==> src/rtl/i2s_array_scheduler.sv <==
// Gathers one stereo sample from each I2S capture pair into an aligned frame,
// then streams the frame as 2*N_PAIRS words over a valid/ready interface.
module i2s_array_scheduler #(
    parameter int unsigned  N_PAIRS        = 4,
    parameter int unsigned  DISCARD_FRAMES = 8,
    parameter int unsigned  TIMEOUT_CYC    = 1024,
    localparam int unsigned CH_W           = $clog2(2 * N_PAIRS)
) (
    input  logic                  clk_i,
    input  logic                  rst_ni,
    input  logic                  en_i,
    input  logic                  clr_err_i,
    input  logic [N_PAIRS-1:0]    ready_i,
    input  logic [24*N_PAIRS-1:0] left_i,
    input  logic [24*N_PAIRS-1:0] right_i,
    output logic                  m_valid_o,
    input  logic                  m_ready_i,
    output logic [23:0]           m_data_o,
    output logic [CH_W-1:0]       m_chan_o,
    output logic                  m_last_o,
    output logic [1:0]            state_o,
    output logic                  overrun_o,
    output logic                  timeout_o
);
    localparam int unsigned     N_WORDS   = 2 * N_PAIRS;
    localparam int unsigned     DW        = $clog2(DISCARD_FRAMES + 2);
    localparam int unsigned     TW        = $clog2(TIMEOUT_CYC + 1);
    localparam logic [CH_W-1:0] LAST_CH   = CH_W'(N_WORDS - 1);
    localparam logic [DW-1:0]   DISC_LAST = DW'(DISCARD_FRAMES - 1);
    localparam logic [TW-1:0]   TMO_LAST  = TW'(TIMEOUT_CYC - 1);

    typedef enum logic [1:0] {
        IDLE    = 2'd0,
        DISCARD = 2'd1,
        COLLECT = 2'd2,
        STREAM  = 2'd3
    } state_t;

    state_t              state_q, state_d;
    logic [N_PAIRS-1:0]  pending_q;
    logic [23:0]         bank_q   [N_WORDS];
    logic [23:0]         shadow_q [N_WORDS];
    logic [DW-1:0]       disc_q;
    logic [TW-1:0]       tmo_q;

    logic                active, frame_done, partial, hs;
    logic                take_frame, load_shadow, disc_inc, disc_clr, last_hs;
    logic                tmo_fire, clr_pend, overrun_ev;
    logic [N_PAIRS-1:0]  accept;
    logic [CH_W-1:0]     nxt_chan;

    assign active     = (state_q != IDLE);
    assign frame_done = &pending_q;
    assign partial    = (|pending_q) && !frame_done;
    assign hs         = m_valid_o && m_ready_i;
    assign nxt_chan   = m_chan_o + CH_W'(1);
    assign state_o    = state_q;

    // A cleared frame slot this cycle lets a same-cycle sample open the next frame.
    assign tmo_fire   = active && partial && (tmo_q == TMO_LAST);
    assign clr_pend   = take_frame || tmo_fire || !active;
    assign accept     = {N_PAIRS{active}} & ready_i & ({N_PAIRS{clr_pend}} | ~pending_q);
    assign overrun_ev = active && !clr_pend && (|(ready_i & pending_q));

    // Next-state and per-cycle control strobes.
    always_comb begin : p_fsm
        state_d     = state_q;
        take_frame  = 1'b0;
        load_shadow = 1'b0;
        disc_inc    = 1'b0;
        disc_clr    = 1'b0;
        last_hs     = 1'b0;
        case (state_q)
            IDLE: begin
                disc_clr = 1'b1;
                if (en_i) begin
                    state_d = (DISCARD_FRAMES > 0) ? DISCARD : COLLECT;
                end
            end
            DISCARD: begin
                if (!en_i) begin
                    state_d  = IDLE;
                    disc_clr = 1'b1;
                end else if (frame_done) begin
                    take_frame = 1'b1;
                    if (disc_q == DISC_LAST) begin
                        disc_clr = 1'b1;
                        state_d  = COLLECT;
                    end else begin
                        disc_inc = 1'b1;
                    end
                end
            end
            COLLECT: begin
                if (!en_i) begin
                    state_d = IDLE;
                end else if (frame_done) begin
                    take_frame  = 1'b1;
                    load_shadow = 1'b1;
                    state_d     = STREAM;
                end
            end
            STREAM: begin
                if (hs && (m_chan_o == LAST_CH)) begin
                    last_hs = 1'b1;
                    state_d = en_i ? COLLECT : IDLE;
                end
            end
            default: state_d = IDLE;
        endcase
    end

    always_ff @(posedge clk_i or negedge rst_ni) begin : p_state
        if (!rst_ni) begin
            state_q <= IDLE;
        end else begin
            state_q <= state_d;
        end
    end

    // Capture bank plus shadow copy that feeds the output stream.
    always_ff @(posedge clk_i or negedge rst_ni) begin : p_bank
        if (!rst_ni) begin
            pending_q <= '0;
            bank_q    <= '{default: '0};
            shadow_q  <= '{default: '0};
        end else begin
            for (int k = 0; k < N_PAIRS; k++) begin
                if (accept[k]) begin
                    bank_q[2*k]   <= left_i[24*k +: 24];
                    bank_q[2*k+1] <= right_i[24*k +: 24];
                    pending_q[k]  <= 1'b1;
                end else if (clr_pend) begin
                    pending_q[k]  <= 1'b0;
                end
            end
            if (load_shadow) begin
                shadow_q <= bank_q;
            end
        end
    end

    always_ff @(posedge clk_i or negedge rst_ni) begin : p_disc
        if (!rst_ni) begin
            disc_q <= '0;
        end else if (disc_clr) begin
            disc_q <= '0;
        end else if (disc_inc) begin
            disc_q <= disc_q + DW'(1);
        end
    end

    // Counts only while a frame is partially collected.
    always_ff @(posedge clk_i or negedge rst_ni) begin : p_tmo
        if (!rst_ni) begin
            tmo_q <= '0;
        end else if (!partial || clr_pend) begin
            tmo_q <= '0;
        end else begin
            tmo_q <= tmo_q + TW'(1);
        end
    end

    always_ff @(posedge clk_i or negedge rst_ni) begin : p_stream
        if (!rst_ni) begin
            m_valid_o <= 1'b0;
            m_chan_o  <= '0;
            m_data_o  <= '0;
            m_last_o  <= 1'b0;
        end else if (load_shadow) begin
            m_valid_o <= 1'b1;
            m_chan_o  <= '0;
            m_data_o  <= bank_q[0];
            m_last_o  <= 1'b0;
        end else if (hs) begin
            if (last_hs) begin
                m_valid_o <= 1'b0;
                m_chan_o  <= '0;
                m_data_o  <= '0;
                m_last_o  <= 1'b0;
            end else begin
                m_chan_o  <= nxt_chan;
                m_data_o  <= shadow_q[nxt_chan];
                m_last_o  <= (nxt_chan == LAST_CH);
            end
        end
    end

    // Sticky error flags; a new event outranks a clear.
    always_ff @(posedge clk_i or negedge rst_ni) begin : p_flags
        if (!rst_ni) begin
            overrun_o <= 1'b0;
            timeout_o <= 1'b0;
        end else begin
            overrun_o <= overrun_ev || (overrun_o && !clr_err_i);
            timeout_o <= tmo_fire || (timeout_o && !clr_err_i);
        end
    end

endmodule

==> config.mk <==
export PLATFORM = sky130hd
export DESIGN_NAME = i2s_array_scheduler
export DESIGN_NICKNAME = d
export VERILOG_FILES = /design/src/rtl/i2s_array_scheduler.sv
export SDC_FILE = /design/constraint.sdc
export NUM_CORES = 1
export LEC_CHECK = 0
export ABC_AREA = 0
export CORE_MARGIN = 2
export CORE_UTILIZATION = 40
export CTS_BUF_LIST = sky130_fd_sc_hd__clkbuf_8
export DETAILED_ROUTE_END_ITERATION = 8
export PLACE_DENSITY_LB_ADDON = 0.3
export SLEW_MARGIN = 15
export SYNTH_ARGS = -nofsm -noshare
export SYNTH_HDL_FRONTEND = slang
export SYNTH_SLANG_ARGS = --single-unit
==> constraint.sdc <==
create_clock -name clk_i -period 2.8 [get_ports clk_i]
set_input_delay 0.56 -clock clk_i [delete_from_list [all_inputs] [get_ports clk_i]]
set_output_delay 0.56 -clock clk_i [all_outputs]
set_load 0.01 [all_outputs]
==> results of run 1 <==
registers in the layout, indices dropped and copies added, names as in the netlist:
| signal | count |
|---|---|
| m_valid_o | 1 |
| m_last_o | 1 |
| m_chan_o | 3 |
| state_o | 2 |
| overrun_o | 1 |
| bank_q | 192 |
| m_data_o | 24 |
| shadow_q | 192 |
| pending_q | 4 |
| tmo_q | 11 |
| disc_q | 4 |
| timeout_o | 1 |
through the flow:
step	util	total power, mW	hold WS (ns)	setup slack, ns
floorplan	-	13.66	0.2644	0.1549
global placement	0.4803	15.94	0.4415	0.2623
detailed placement	0.4803	16.19	0.4460	0.2290
CTS	0.5164	22.27	0.4509	0.1981
global route	0.5164	23.29	0.4775	0.05628
finish	0.5164	21.97	0.4482	0.1673
critical path: cells and delay by family, from the launching register on:
family	cells	cell delay [ns]
compound gates	1	0.20
flops	1	0.40
simple gates	2	1.07
buf+inv	1	0.22
mux	1	0.30
fa+ha+maj	1	0.25
metal layers:
metal | routed length [um] | part of all wire | up-vias
li1 | - | - | 5704
met1 | 20950 | 0.46 | 6195
met2 | 21110 | 0.46 | 337
met3 | 2555 | 0.056 | 73
met4 | 999 | 0.022 | 0
met5 | 0 | 0 | -
cells by family (layout without fill, tap and decap cells):
group / Yosys count / after routing / share of synthesized area
buffers and inverters: 96 / 412 / 0.02458
flip-flops: 436 / 436 / 0.6021
adder cells (fa/ha/maj): 9 / 9 / 0.006215
AND/OR/NAND/NOR: 646 / 646 / 0.1391
AO/OA/AOI/OAI: 78 / 78 / 0.02873
multiplexers: 267 / 267 / 0.1939
XOR/XNOR: 11 / 11 / 0.005317
power groups by stage:
stage,clock network (mW),registers [mW],logic (mW)
2_1_floorplan,0,9.45,4.21
3_3_place_gp,0,9.79,6.15
3_5_place_dp,0,9.86,6.33
4_1_cts,6.15,9.76,6.36
5_1_grt,6.45,10.0,6.81
6_report,5.98,9.76,6.23
final timing paths:
path / startpoint / to / slack [ns]
min reg2reg: bank_q[149] / shadow_q[149] / 0.45
max: tmo_q[0] / bank_q[53] / 0.17
max reg2reg: tmo_q[0] / bank_q[53] / 0.17
min in group asynchronous: rst_ni / shadow_q[159] / 0.48
min: bank_q[149] / shadow_q[149] / 0.45
max in group asynchronous: rst_ni / bank_q[138] / 1.44
final cells by class:
type,count,area [um^2]
tap,592,740.7
fill,3938,21530
clock buffer,98,1349
clock inverter,37,245.2
multi-input combinational,1011,6868
inverter,10,37.54
timing repair buffer,267,2833
sequential,436,10910
cell usage in the layout, fill, tap and decap left out, types with 4 or more instances in the layout:
master | synthesis | routed
nor3_1 | 5 | 5
mux2i_1 | 27 | 27
clkinv_2 | 0 | 5
buf_12 | 0 | 19
clkbuf_8 | 0 | 98
mux4_2 | 48 | 48
a21oi_1 | 6 | 6
and2_1 | 4 | 4
dfrtp_1 | 436 | 436
nor2_1 | 17 | 17
nand2_1 | 589 | 589
inv_1 | 9 | 33
nand3_1 | 11 | 10
buf_4 | 4 | 14
xnor2_1 | 8 | 8
clkdlybuf4s50_1 | 0 | 232
nand4_1 | 4 | 4
a22oi_1 | 25 | 25
o21ai_0 | 28 | 28
mux2_1 | 40 | 40
ha_1 | 9 | 7
mux2_2 | 152 | 152
==> impl_metrics.csv, run 1 <==
group,metric,value,unit
finish,nNetsFinal,2011,
finish,layout-drive-gt1-share,0.1920,
power_and_ir_drop,p_int,15.26,mW
grt,grt.busiest_layer,"met2",
place,place_hpwl,30210,um
grt,antenna_found_initial,0,
routing,routed_wl,45610,um
worst_setup_path,critPathMaxStageDelay,0.93,ns
floorplanning,die_x,216.8,um
sta,fin_worst_skew,0.02018,ns
logic_synthesis,yosys.area.top_type_share,0.6021,
power_and_ir_drop,net-switching-power,6.705,mW
logic_synthesis,ys.flop_type,"dfrtp_1",
clock_tree,insertion_delay,0.62,ns
finish,area.growth.synth_to_final,26.84,%
place,place_area,0.02138,mm^2
floorplanning,row_count,77,
place,portBuffers,233,
sta,slew_headroom,0.2415,
finish,fin_area,0.02298,mm^2
logic_synthesis,synth_enable_flop_cells,0,
sta,hold_viol,0,
grt,use_met3,0.04291,
sta,fin_crit_sh,0.9403,
floorplanning,die_y,216.8,um
worst_setup_path,critPathMaxFanout,26,
worst_setup_path,cp.arrival,3.11,ns
power_and_ir_drop,seq_power_share,0.444,
clock_tree,cts.sinks,436,
worst_setup_path,slowest_stage,"nor4_1",
floorplanning,core,0.04451,mm^2
grt,grtUsageMet2,0.3096,
logic_synthesis,syn_area_per_cell,11.74,um^2
sta,rsz0062_at_grt,"no",
sta,fmax,379.8,MHz
sta,final-setup-viol-count,0,
worst_setup_path,crit_path_end_kind,"flop",
clock_tree,clock-root-buffer,"clkbuf_8",
logic_synthesis,synth_seq_cells,436,
clock_tree,numCtsBuffers,75,
grt,grt_pass1_wl,72480,um
sta,layout_min_cycle_time,2.633,ns
place,placed_cells,2315,
worst_setup_path,worstPathCellList,"ha_1 > nand2_1 > nor4_1 > o31ai_4 > buf_12 > mux2_2",
floorplanning,ioPinCount,234,
routing,drtIter0Drc,875,
power_and_ir_drop,pwr_density_cell,955.7,mW/mm^2
logic_synthesis,synth_area,0.01812,mm^2
finish,fin_cells,2451,
floorplanning,die-area,0.04702,mm^2
clock_tree,postCtsSetupBuffers,0,
power_and_ir_drop,combinationalPowerShare,0.284,
logic_synthesis,synth.distinct_cells,47,
power_and_ir_drop,p_leak,10.90,nW
worst_hold_path,hold_depth,2,
clock_tree,cts_tree,"yes",
grt,grtUsageMet1,0.2818,
worst_setup_path,cp.required,3.28,ns
grt,grt_overflow_total,0,
clock_tree,ctsHtreeMaxLevel,3,
logic_synthesis,synth_top_area_cell,"dfrtp_1",
routing,viasPerCell,5.022,
logic_synthesis,yosys_warnings,0,
routing,route.detailed.drc,0,
sta,final-max-slew-violation-count,0,
grt,grtUsageTotal,0.1990,
clock_tree,cts-resized-gates,0,
job,drv_cap,0,
logic_synthesis,syn_nets,1753,
routing,drtAntennaViolNets,0,
grt,grt_start_max_net_pins,109,
clock_tree,clock_path_buffers,3,
routing,dr.pass1.iters,7,
clock_tree,cts.hold.buffers_added,1,
sta,worstMarginPinSlew,1.127,ns
routing,vias,12310,
place,gp_congestion,0.8374,
floorplanning,initial_core_util,0.4071,
logic_synthesis,ys_seq_area_frac,0.6021,
worst_setup_path,start_kind,"flop",
worst_hold_path,hold_path_class,"flop to flop",
power_and_ir_drop,p_sw_frac,0.3052,
power_and_ir_drop,clkPwrFrac,0.272,
logic_synthesis,synth_common_cells,"nand2_1, dfrtp_1, mux2_2",
worst_setup_path,setup.worst_path.class,"flop to flop",
finish,diodes,0,
run_status,status,"completed",
clock_tree,clk_pin_slew,0.06,ns
worst_setup_path,rr_worst_depth,6,
logic_synthesis,yosysMostFrequentCell,"nand2_1",
logic_synthesis,synthCells,1543,
logic_synthesis,synthTopCellsByArea,"dfrtp_1, nand2_1, mux2_2, mux4_2, mux2_1",
grt,grt_pass1_vias,12950,
power_and_ir_drop,vdd_ir_drop_max,0.5705,mV
sta,final.setup.tns,0,ns
logic_synthesis,synthArstFlopShare,1.000,
routing,wl_per_cell,18.61,um
(Power assumes the default switching activity.)
==> run 2: changes to the inputs <==
- CTS_CLUSTER_DIAMETER: not set -> 100
==> results of run 2 <==
No change in the layout: final DEF, timing and power equal those of run 1.
==> run 3: changes to the inputs <==
- clock period: 2.8 -> 2.3 ns (I/O delays scaled with it)
==> impl_metrics.csv, run 3 (same netlist as run 1, synthesis figures left out) <==
group,metric,value,unit
finish,fillers,3895,
worst_setup_path,rr_worst_depth,6,
sta,fmax,452.1,MHz
grt,antenna_found_initial,2,
clock_tree,numCtsBuffers,75,
grt,grt_pass1_wl,75690,um
power_and_ir_drop,p_leak,11.16,nW
finish,top_regs,"bank_q: 192 flops, shadow_q: 192 flops, m_data_o: 24 flops",
routing,drtIter0Drc,802,
grt,grt_overflow_total,0,
sta,worstMarginPinSlew,0.5785,ns
power_and_ir_drop,finalPower,27.57,mW
finish,seqCellArea,0.01091,mm^2
place,pre_cts_slack,-0.08425,ns
sta,final-setup-viol-count,0,
worst_setup_path,setup.worst_path.class,"flop to flop",
worst_setup_path,cp.required,2.80,ns
routing,viasPerCell,5.013,
power_and_ir_drop,vdd_ir_drop_max,0.7304,mV
place,portBuffers,233,
place,gp_congestion,0.8968,
finish,area.growth.synth_to_final,29.72,%
clock_tree,ctsHtreeMaxLevel,3,
finish,most-common-layout-cells,"nand2_1, dfrtp_1, clkdlybuf4s50_1, mux2_2, clkbuf_8",
clock_tree,insertion_delay,0.64,ns
clock_tree,clock-root-buffer,"clkbuf_8",
worst_setup_path,reg2reg_to,"m_data_o[23]",
worst_setup_path,r2r-start,"m_chan_o[1]",
clock_tree,clock_path_buffers,3,
finish,multi_input_area,0.006877,mm^2
worst_setup_path,cp.arrival,2.72,ns
sta,layout_min_cycle_time,2.212,ns
routing,drtAntennaViolNets,0,
routing,routed_wl,47940,um
routing,route.detailed.drc,0,
sta,setup_slack,0.08822,ns
worst_setup_path,critical_path.startpoint,"m_chan_o[1]",
grt,grt_pass1_vias,13350,
sta,fin_worst_skew,0.01403,ns
floorplanning,core,0.04451,mm^2
floorplanning,die_y,216.8,um
clock_tree,clk_pin_slew,0.06,ns
clock_tree,cts_tree,"yes",
worst_hold_path,hold_path_class,"input port to asynchronous set/reset pin",
routing,dr.pass1.iters,5,
finish,layout-drive-gt1-share,0.2135,
worst_setup_path,reg2reg_slack,0.09,ns
power_and_ir_drop,pwr_density_cell,1173,mW/mm^2
floorplanning,row_count,77,
floorplanning,ioPinCount,234,
sta,slew_headroom,0.6111,
worst_setup_path,critPathMaxFanout,14,
routing,vias,12510,
floorplanning,die_x,216.8,um
routing,wl_per_cell,19.21,um
clock_tree,cts.sinks,436,
worst_setup_path,start_kind,"flop",
sta,rsz0062_at_grt,"yes",
finish,nNetsFinal,2056,
sta,fin_crit_sh,0.9616,
sta,final-max-slew-violation-count,0,
floorplanning,initial_core_util,0.4071,
sta,hold_viol,0,
grt,grtUsageTotal,0.2092,
grt,grt_start_max_net_pins,61,
job,drv_cap,0,
finish,final_common_cell,"nand2_1",
worst_setup_path,crit_path_end_kind,"flop",
worst_setup_path,endpoint,"m_data_o[23]",
run_status,status,"completed",
floorplanning,die-area,0.04702,mm^2
place,place_hpwl,32430,um
==> run 3: cell types whose count changed in the layout (fill, tap and decap cells not counted), moves of 2 or more <==
| cell | delta |
|---|---|
| a21boi_0 | -2 |
| a21boi_1 | +2 |
| buf_12 | +9 |
| buf_4 | +33 |
| clkbuf_16 | +2 |
| clkbuf_8 | +4 |
| inv_1 | -4 |
| o21ai_0 | -4 |
| o21ai_1 | +4 |
==> run 3: power by group <==
group | switching [mW] | total, mW | leakage [nW] | internal [mW]
clock | 3.15 | 7.32 | 0.893 | 4.17
sequential | 1.52 | 11.8 | 5.63 | 10.3
combinational | 3.82 | 8.42 | 4.64 | 4.60
total | 8.49 | 27.6 | 11.2 | 19.1
==> run 3: area by class of cell <==
type / instances / area share
sequential: 436 / 0.4642
multi-input combinational: 1011 / 0.2926
timing repair buffer: 312 / 0.1420
clock buffer: 102 / 0.05973
tap: 592 / 0.03151
clock inverter: 31 / 0.008304
inverter: 10 / 0.001597
antenna: 1 / 0.0001065
==> run 3: how the worst min path moves through the flow <==
stage / depth (start not counted) / startpoint / end
4_1_cts: 2 / rst_ni / bank_q[13]
2_1_floorplan: 0 / rst_ni / bank_q[0]
3_3_place_gp: 2 / bank_q[41] / shadow_q[41]
6_report: 2 / rst_ni / shadow_q[14]
3_5_place_dp: 2 / bank_q[36] / shadow_q[36]
5_1_grt: 2 / rst_ni / shadow_q[14]
==> run 3: critical path: stages, from the launching register on <==
cell     delay, ns
dfrtp_1       0.39
ha_2          0.21
ha_4          0.40
buf_16        0.22
mux4_2        0.51
mux2i_1       0.22
o21ai_0       0.11
==> run 3: what timing repair did <==
action,4_1_cts,5_1_grt
setup endpoints to repair,0,188
buffers inserted,0,3
endpoints found under the hold margin,44,0
gates resized for setup,0,9
hold buffers,1,0
==> run 3: metal layers <==
layer / track usage / up-vias / routed length (um)
met5: 0 / - / 13
met4: 0.07740 / 2 / 1447
met3: 0.04654 / 84 / 2589
met2: 0.3293 / 351 / 22330
met1: 0.2853 / 6266 / 21560
li1: - / 5804 / -
==> run 3: through the flow <==
stage / setup TNS (ns) / util / area (um^2) / instances / hold slack [ns]
final: 0 / 0.5281 / 23510 / 2495 / 0.3902
after global routing: -0.01104 / 0.5281 / 23510 / 2495 / 0.3799
after CTS: 0 / 0.5260 / 23410 / 2489 / 0.3454
after detailed placement: -4.462 / 0.4899 / 21800 / 2355 / 0.4456
after global placement: -4.031 / 0.4899 / 21800 / 2355 / 0.4387
after floorplan: 0 / - / 18120 / 1543 / 0.1644
